File: src/rtl/dpram_pkg.sv
// Shared definitions for the dual-port RAM read sequencer.
// Holds the FSM state encoding and the read-buffer sizing.
package dpram_pkg;

  typedef enum logic [1:0] {
    ST_IDLE = 2'd0,
    ST_RUN  = 2'd1,
    ST_DONE = 2'd2
  } state_e;

  localparam int unsigned RD_BUF_DEPTH = 2;
  localparam int unsigned RD_CNT_W     = $clog2(RD_BUF_DEPTH + 1);

endpackage

File: src/rtl/fifo2.sv
// Two-entry synchronous FIFO used to absorb RAM read latency and backpressure.
// Ports:
//   clk, rst    clock and synchronous active-high reset (clears storage too)
//   push_i      write wdata_i (accepted when not full, or full with pop_i)
//   wdata_i     write data
//   pop_i       remove head entry (ignored when empty)
//   rdata_o     head entry data
//   count_o     number of stored entries (0..2)
module fifo2
  import dpram_pkg::*;
#(
  parameter int unsigned DW = 16
) (
  input  logic                clk,
  input  logic                rst,
  input  logic                push_i,
  input  logic [DW-1:0]       wdata_i,
  input  logic                pop_i,
  output logic [DW-1:0]       rdata_o,
  output logic [RD_CNT_W-1:0] count_o
);

  logic [DW-1:0]       mem_q [RD_BUF_DEPTH];
  logic                rd_q, rd_d;
  logic                wr_q, wr_d;
  logic [RD_CNT_W-1:0] count_q, count_d;
  logic                do_pop;
  logic                do_push;

  // Push into a full FIFO only succeeds when the head leaves in the same cycle.
  always_comb begin
    do_pop  = pop_i && (count_q != '0);
    do_push = push_i && ((count_q != RD_CNT_W'(RD_BUF_DEPTH)) || do_pop);
    rd_d    = do_pop  ? ~rd_q : rd_q;
    wr_d    = do_push ? ~wr_q : wr_q;
    count_d = count_q;
    if (do_push && !do_pop) begin
      count_d = count_q + RD_CNT_W'(1);
    end else if (!do_push && do_pop) begin
      count_d = count_q - RD_CNT_W'(1);
    end
  end

  always_ff @(posedge clk) begin
    if (rst) begin
      for (int i = 0; i < int'(RD_BUF_DEPTH); i++) begin
        mem_q[i] <= '0;
      end
      rd_q    <= 1'b0;
      wr_q    <= 1'b0;
      count_q <= '0;
    end else begin
      if (do_push) begin
        mem_q[wr_q] <= wdata_i;
      end
      rd_q    <= rd_d;
      wr_q    <= wr_d;
      count_q <= count_d;
    end
  end

  assign rdata_o = mem_q[rd_q];
  assign count_o = count_q;

endmodule

File: src/rtl/dpram_reader.sv
// Read-side sequencer for the single-clock dual-port RAM: on start, streams
// len words from RAM port B beginning at base onto a valid/ready stream.
// Ports:
//   clk, rst    clock (shared with RAM port B), synchronous active-high reset
//   start       command strobe, accepted only when idle
//   base, len   first address and word count, sampled with an accepted start
//   busy, done  not-idle flag and one-cycle completion pulse
//   ram_addr    registered RAM read address
//   ram_dout    RAM read data, valid one cycle after the address
//   m_data, m_valid, m_ready, m_last   output stream
module dpram_reader
  import dpram_pkg::*;
#(
  parameter int unsigned AW = 10,
  parameter int unsigned DW = 16
) (
  input  logic          clk,
  input  logic          rst,
  input  logic          start,
  input  logic [AW-1:0] base,
  input  logic [AW:0]   len,
  output logic          busy,
  output logic          done,
  output logic [AW-1:0] ram_addr,
  input  logic [DW-1:0] ram_dout,
  output logic [DW-1:0] m_data,
  output logic          m_valid,
  input  logic          m_ready,
  output logic          m_last
);

  localparam int unsigned LW    = AW + 1;
  localparam int unsigned OCC_W = RD_CNT_W + 1;

  state_e              state_q, state_d;
  logic [AW-1:0]       addr_q, addr_d;
  logic [LW-1:0]       issue_left_q, issue_left_d;
  logic [LW-1:0]       out_left_q, out_left_d;
  logic                in_flight_q, in_flight_d;

  logic [RD_CNT_W-1:0] buf_count;
  logic [DW-1:0]       buf_rdata;
  logic [OCC_W-1:0]    occ;
  logic                accept;
  logic                issue;
  logic                pop;

  fifo2 #(
    .DW (DW)
  ) u_buf (
    .clk     (clk),
    .rst     (rst),
    .push_i  (in_flight_q),
    .wdata_i (ram_dout),
    .pop_i   (pop),
    .rdata_o (buf_rdata),
    .count_o (buf_count)
  );

  // Stream side: head of the buffer; last flag tracks remaining output words.
  assign m_valid = (buf_count != '0);
  assign m_data  = buf_rdata;
  assign m_last  = m_valid && (out_left_q == LW'(1));
  assign pop     = m_valid && m_ready;
  assign accept  = (state_q == ST_IDLE) && start;

  // Words buffered plus the one in flight, less the one leaving now, must
  // stay below the buffer depth for another read to be safe.
  always_comb begin
    occ   = OCC_W'(buf_count) + OCC_W'(in_flight_q) - OCC_W'(pop);
    issue = (state_q == ST_RUN) && (issue_left_q != '0) &&
            (occ < OCC_W'(RD_BUF_DEPTH));
  end

  // State register.
  always_ff @(posedge clk) begin
    if (rst) begin
      state_q <= ST_IDLE;
    end else begin
      state_q <= state_d;
    end
  end

  // Next-state logic.
  always_comb begin
    state_d = state_q;
    case (state_q)
      ST_IDLE: begin
        if (start) begin
          state_d = (len != '0) ? ST_RUN : ST_DONE;
        end
      end
      ST_RUN: begin
        if (pop && m_last) begin
          state_d = ST_DONE;
        end
      end
      ST_DONE: state_d = ST_IDLE;
      default: state_d = ST_IDLE;
    endcase
  end

  // FSM outputs decoded from the state register.
  always_comb begin
    busy = 1'b0;
    done = 1'b0;
    busy = (state_q != ST_IDLE);
    done = (state_q == ST_DONE);
  end

  // Address, count and in-flight next values.
  always_comb begin
    addr_d       = addr_q;
    issue_left_d = issue_left_q;
    out_left_d   = out_left_q;
    in_flight_d  = issue;
    if (accept) begin
      addr_d       = base;
      issue_left_d = len;
      out_left_d   = len;
    end
    if (issue) begin
      addr_d       = addr_q + AW'(1);
      issue_left_d = issue_left_q - LW'(1);
    end
    if (pop) begin
      out_left_d = out_left_q - LW'(1);
    end
  end

  always_ff @(posedge clk) begin
    if (rst) begin
      addr_q       <= '0;
      issue_left_q <= '0;
      out_left_q   <= '0;
      in_flight_q  <= 1'b0;
    end else begin
      addr_q       <= addr_d;
      issue_left_q <= issue_left_d;
      out_left_q   <= out_left_d;
      in_flight_q  <= in_flight_d;
    end
  end

  assign ram_addr = addr_q;

endmodule
File: config.mk
export PLATFORM = sky130hd
export DESIGN_NAME = dpram_reader
export DESIGN_NICKNAME = d
export VERILOG_FILES = /design/src/rtl/dpram_pkg.sv /design/src/rtl/fifo2.sv /design/src/rtl/dpram_reader.sv
export SDC_FILE = /design/constraint.sdc
export NUM_CORES = 1
export LEC_CHECK = 0
export ABC_AREA = 1
export BUFFER_PORTS_ARGS = -buffer_cell sky130_fd_sc_hd__buf_2
export CAP_MARGIN = 30
export CORE_MARGIN = 2
export CORE_UTILIZATION = 45
export DETAILED_ROUTE_END_ITERATION = 16
export PLACE_DENSITY = 0.67
export SETUP_SLACK_MARGIN = 0.2
export SLEW_MARGIN = 10
export SYNTH_ARGS = -nofsm -noshare
export SYNTH_HDL_FRONTEND = slang
export SYNTH_SLANG_ARGS = --single-unit
File: constraint.sdc
create_clock -name clk -period 2.6 [get_ports clk]
set_clock_uncertainty 0.05 [all_clocks]
set_input_delay 0.26 -clock clk [delete_from_list [all_inputs] [get_ports clk]]
set_output_delay 0.26 -clock clk [all_outputs]
set_load 0.02 [all_outputs]
==> implementation parameters <==
Parameter                              Value

Setup path
  Worst-path cell chain    nor2_1, nor2_2, inv_2, nand2_1, o211ai_1, fa_2, nand2_2, nor2_4, nand2_4, buf_12, o21ai_0, nand2_1, a21oi_1
  Crit. End Element    flop
  Startpoint of the lowest-slack register-to-register path    u_buf.count_o[0]$_SDFFE_PP0P_
  Element type at the critical path start    flop
  Endpoint required time on the critical path    2830 ps
  First element of the critical path    u_buf.count_o[0]$_SDFFE_PP0P_
  Max FO, Critical Path    10
  Slowest CP cell    sky130_fd_sc_hd__fa_2
  Endpoint arrival time on the critical path    2560 ps
  Delay-heaviest family, CP    simple AND/OR/NAND/NOR gates
  Slowest stage delay, CP    550 ps
  Critical path buffer and inverter count    2
  Most prevalent standard cell on the critical path    sky130_fd_sc_hd__nand2_1
  Worst Setup Path Type    flop to flop

CTS
  Clk Latency, worst-skew pair    about 350 ps
  Root Buffer    sky130_fd_sc_hd__clkbuf_8
  Total number of H-tree levels    3
  Max Root-Sink Buffers    2
  Clock transition at the registers of the reported paths    90 ps
  CTS Buf Count    9
  Clock tree from TritonCTS    yes
  Number of clock sinks    72
  Cts hold-fix bufs    0

Power
  Reg power frac    37.8%
  Switching power share of the total    42.3%
  Final Total Pwr    4320 µW
  Logic pwr share    about 43%
  Max rail drop VDD    0.455 mV
  Switching power of the nets    1830 µW
  Clock Power Share    19.6%
  Leakage component of the power    between 0.002 and 0.0025 µW
  Total power density per cell area    919 nW/µm²
  Cell-internal power    2490 µW

Cells and area
  Design area    4700 µm²
  Inserted Diodes    0
  Final Instance Count excl. Fillers    between 700 and 800
  Net total in the final layout    between 600 and 700
  Layout cell share with drive strength beyond 1    roughly 23%
  Area growth, synth to finish    18.1%
  Filler cells    826

Timing
  Fin crit period    between 2000 and 2500 ps
  Final setup viols    0
  Total count of hold-check failures in the final report    0
  Number of max-slew violations in the final report    0
  Accumulated negative setup slack    0 ps
  Achievable clock frequency    430 MHz
  RSZ-0062 raised after global routing    yes
  Worst hold slack    158 ps
  Normalized max-slew margin    51.3%
  Final period utilization    89.4%
  Transition time at the pin with the least slew margin    729 ps

Drt
  Remaining routing DRC violations    0
  Starting DRT DRC Count    around 140
  Number of vias per cell after detailed routing    4.99
  Remaining antenna violation count after routing    0
  Drt pass-1 iters    5
  Post-detailed-routing wire length    between 9 and 10 mm
  Via count of the routed design    3579
  Post-detailed-route wirelength per cell    approximately 13 µm

Placement
  Post-placement cell area    4410 µm²
  Port buffer count    70
  Placed wire-length estimate after detailed placement    around 6.6 mm
  Placed instance count    about 700
  Gp weighted congestion    0.887

Yosys
  Number of flip-flops and latches in the synthesized netlist    72
  Cell accounting for the most synthesized area    sky130_fd_sc_hd__edfxtp_1
  Area share of the leading cell type in the synthesized netlist    24.2%
  Post-synthesis instance area    3980 µm²
  Sequential-to-total area share from yosys stat    roughly 44%
  Warnings from Yosys    0
  Number of unique standard cell types used by synthesis    30
  Post-synth net total    around 570
  Average footprint of a synthesized cell    7.55 µm²
  Syn Inst Count    527
  Area contributors post-synth    sky130_fd_sc_hd__edfxtp_1, sky130_fd_sc_hd__dfxtp_1, sky130_fd_sc_hd__nand2_1

Die
  Horizontal die dimension    98.0 µm
  Die Footprint    9610 µm²
  Starting density of the core    46.1%
  Die Span Y    98.0 µm
  Core area    between 8000 and 9000 µm²
  I/O pins    71
  Number of rows in the core area    34

GRT
  Antenna violations before repair    0
  Number of global-route vias before repair    3397
  Global-route wire length before repair    roughly 16 mm
  Pin count of the biggest net entering global routing    38
  Total track usage    20.0%
  Global route overflow    0

Outcome
  Run status    finished clean

Worst hold path
  Path category of the worst min-delay check    primary input to flop
  Worst Min Path Start    ram_dout[3]

Flow run
  Number of violations of the max-capacitance limit    0
[path summary, 6_finish.rpt]
kind                                     endpoint  slack (ps)  cells after the start
setup / recovery     issue_left_q[3]$_SDFFE_PP0P_         280                     13
hold / removal    u_buf.mem_q[1][3]$_SDFFCE_PN0P_         160                      3
setup reg to reg     issue_left_q[3]$_SDFFE_PP0P_         280                     13
hold reg to reg      issue_left_q[0]$_SDFFE_PP0P_         380                      1
[metrics by stage]
stage / worst slack (ps) / utilization (%)
floorplan: 256 / -
global placement: 321 / 51.0
detailed placement: 204 / 51.0
CTS: 251 / 53.2
global route: 139 / 54.4
finish: 277 / 54.4
[flip-flops by register name (all words and copies together) (netlist names), named ones only]
signal and count:
state_q 2, out_left_q 11, u_buf.rd_q 1, issue_left_q 11
u_buf.count_o 2, u_buf.mem_q 32, in_flight_q 1, ram_addr 10
u_buf.wr_q 1
[cells in the final DEF (no fill, tap or decap), drive strengths merged, types with 5 or more instances in the layout]
| master | instances |
|---|---|
| nor2 | 75 |
| mux2 | 16 |
| nand3 | 45 |
| clkbuf | 11 |
| dfxtp | 40 |
| a21oi | 32 |
| xor2 | 9 |
| ha | 5 |
| nand2 | 132 |
| o21ai | 31 |
| buf | 84 |
| inv | 77 |
| edfxtp | 32 |
[Yosys cell counts, drive strengths merged]
library cell,n
a31oi,2
o211ai,3
clkbuf,3
o21ai,31
inv,73
xor2,9
nand3,45
buf,17
nor3,2
ha,5
or2,2
fa,1
mux2,16
clkinv,2
dfxtp,40
nand4,1
nand3b,1
a21oi,32
xnor2,3
nor2,75
edfxtp,32
nand2,132
[logic make-up (layout without fill, tap and decap cells)]
| group | after synthesis | after routing | share of synthesized area [%] |
|---|---|---|---|
| buffers and inverters | 95 | 177 | 10.7 |
| AOI/OAI and AO/OA | 68 | 68 | 8.81 |
| xor gates and xnor gates | 12 | 12 | 2.64 |
| DFF | 72 | 72 | 44.3 |
| adders and majority gates | 6 | 6 | 2.08 |
| muxes | 16 | 16 | 4.53 |
| and+or+nand+nor | 258 | 258 | 27.0 |
[power groups by stage]
stage                     sequential [µW]  combinational (µW)  clock, µW
final                                1630                1840        848
after global routing                 1660                2070        921
after CTS                            1630                1730        865
after detailed placement             1650                1720          0
after global placement               1650                1680          0
after floorplan                      1640                1320          0
[layer usage]
metal	vias to the layer above	part of all wire (%)	global-route usage, %
met5	-	0	0
met4	0	0.73	5.34
met3	4	5.6	4.37
met2	115	47	33.7
met1	1629	46	26.1
li1	1831	-	-
[tightest hold or removal path: stages]
cell and delay (ps):
sky130_fd_sc_hd__buf_2 70, sky130_fd_sc_hd__inv_1 40, sky130_fd_sc_hd__nor2_1 80
[area by class of cell]
class / count / area, µm² / share of cell area, %
flip-flops and latches: 72 / 1770 / 37.6
multi-input cells: 360 / 1810 / 38.5
clock inverters: 7 / 61.3 / 1.30
clock buffers: 9 / 124 / 2.64
repair buffers: 86 / 518 / 11.0
well taps: 108 / 135 / 2.88
inverters: 75 / 284 / 6.05
[timing repair]
action                                 in CTS  in global routing
setup endpoints to repair                   1                 20
buffers inserted                            0                  4
endpoints found under the hold margin       0                  0
pin swaps                                   0                  4
gates resized for setup                     1                  8
gates cloned                                0                  2
No activity file was read; power rests on OpenSTA's default activity.
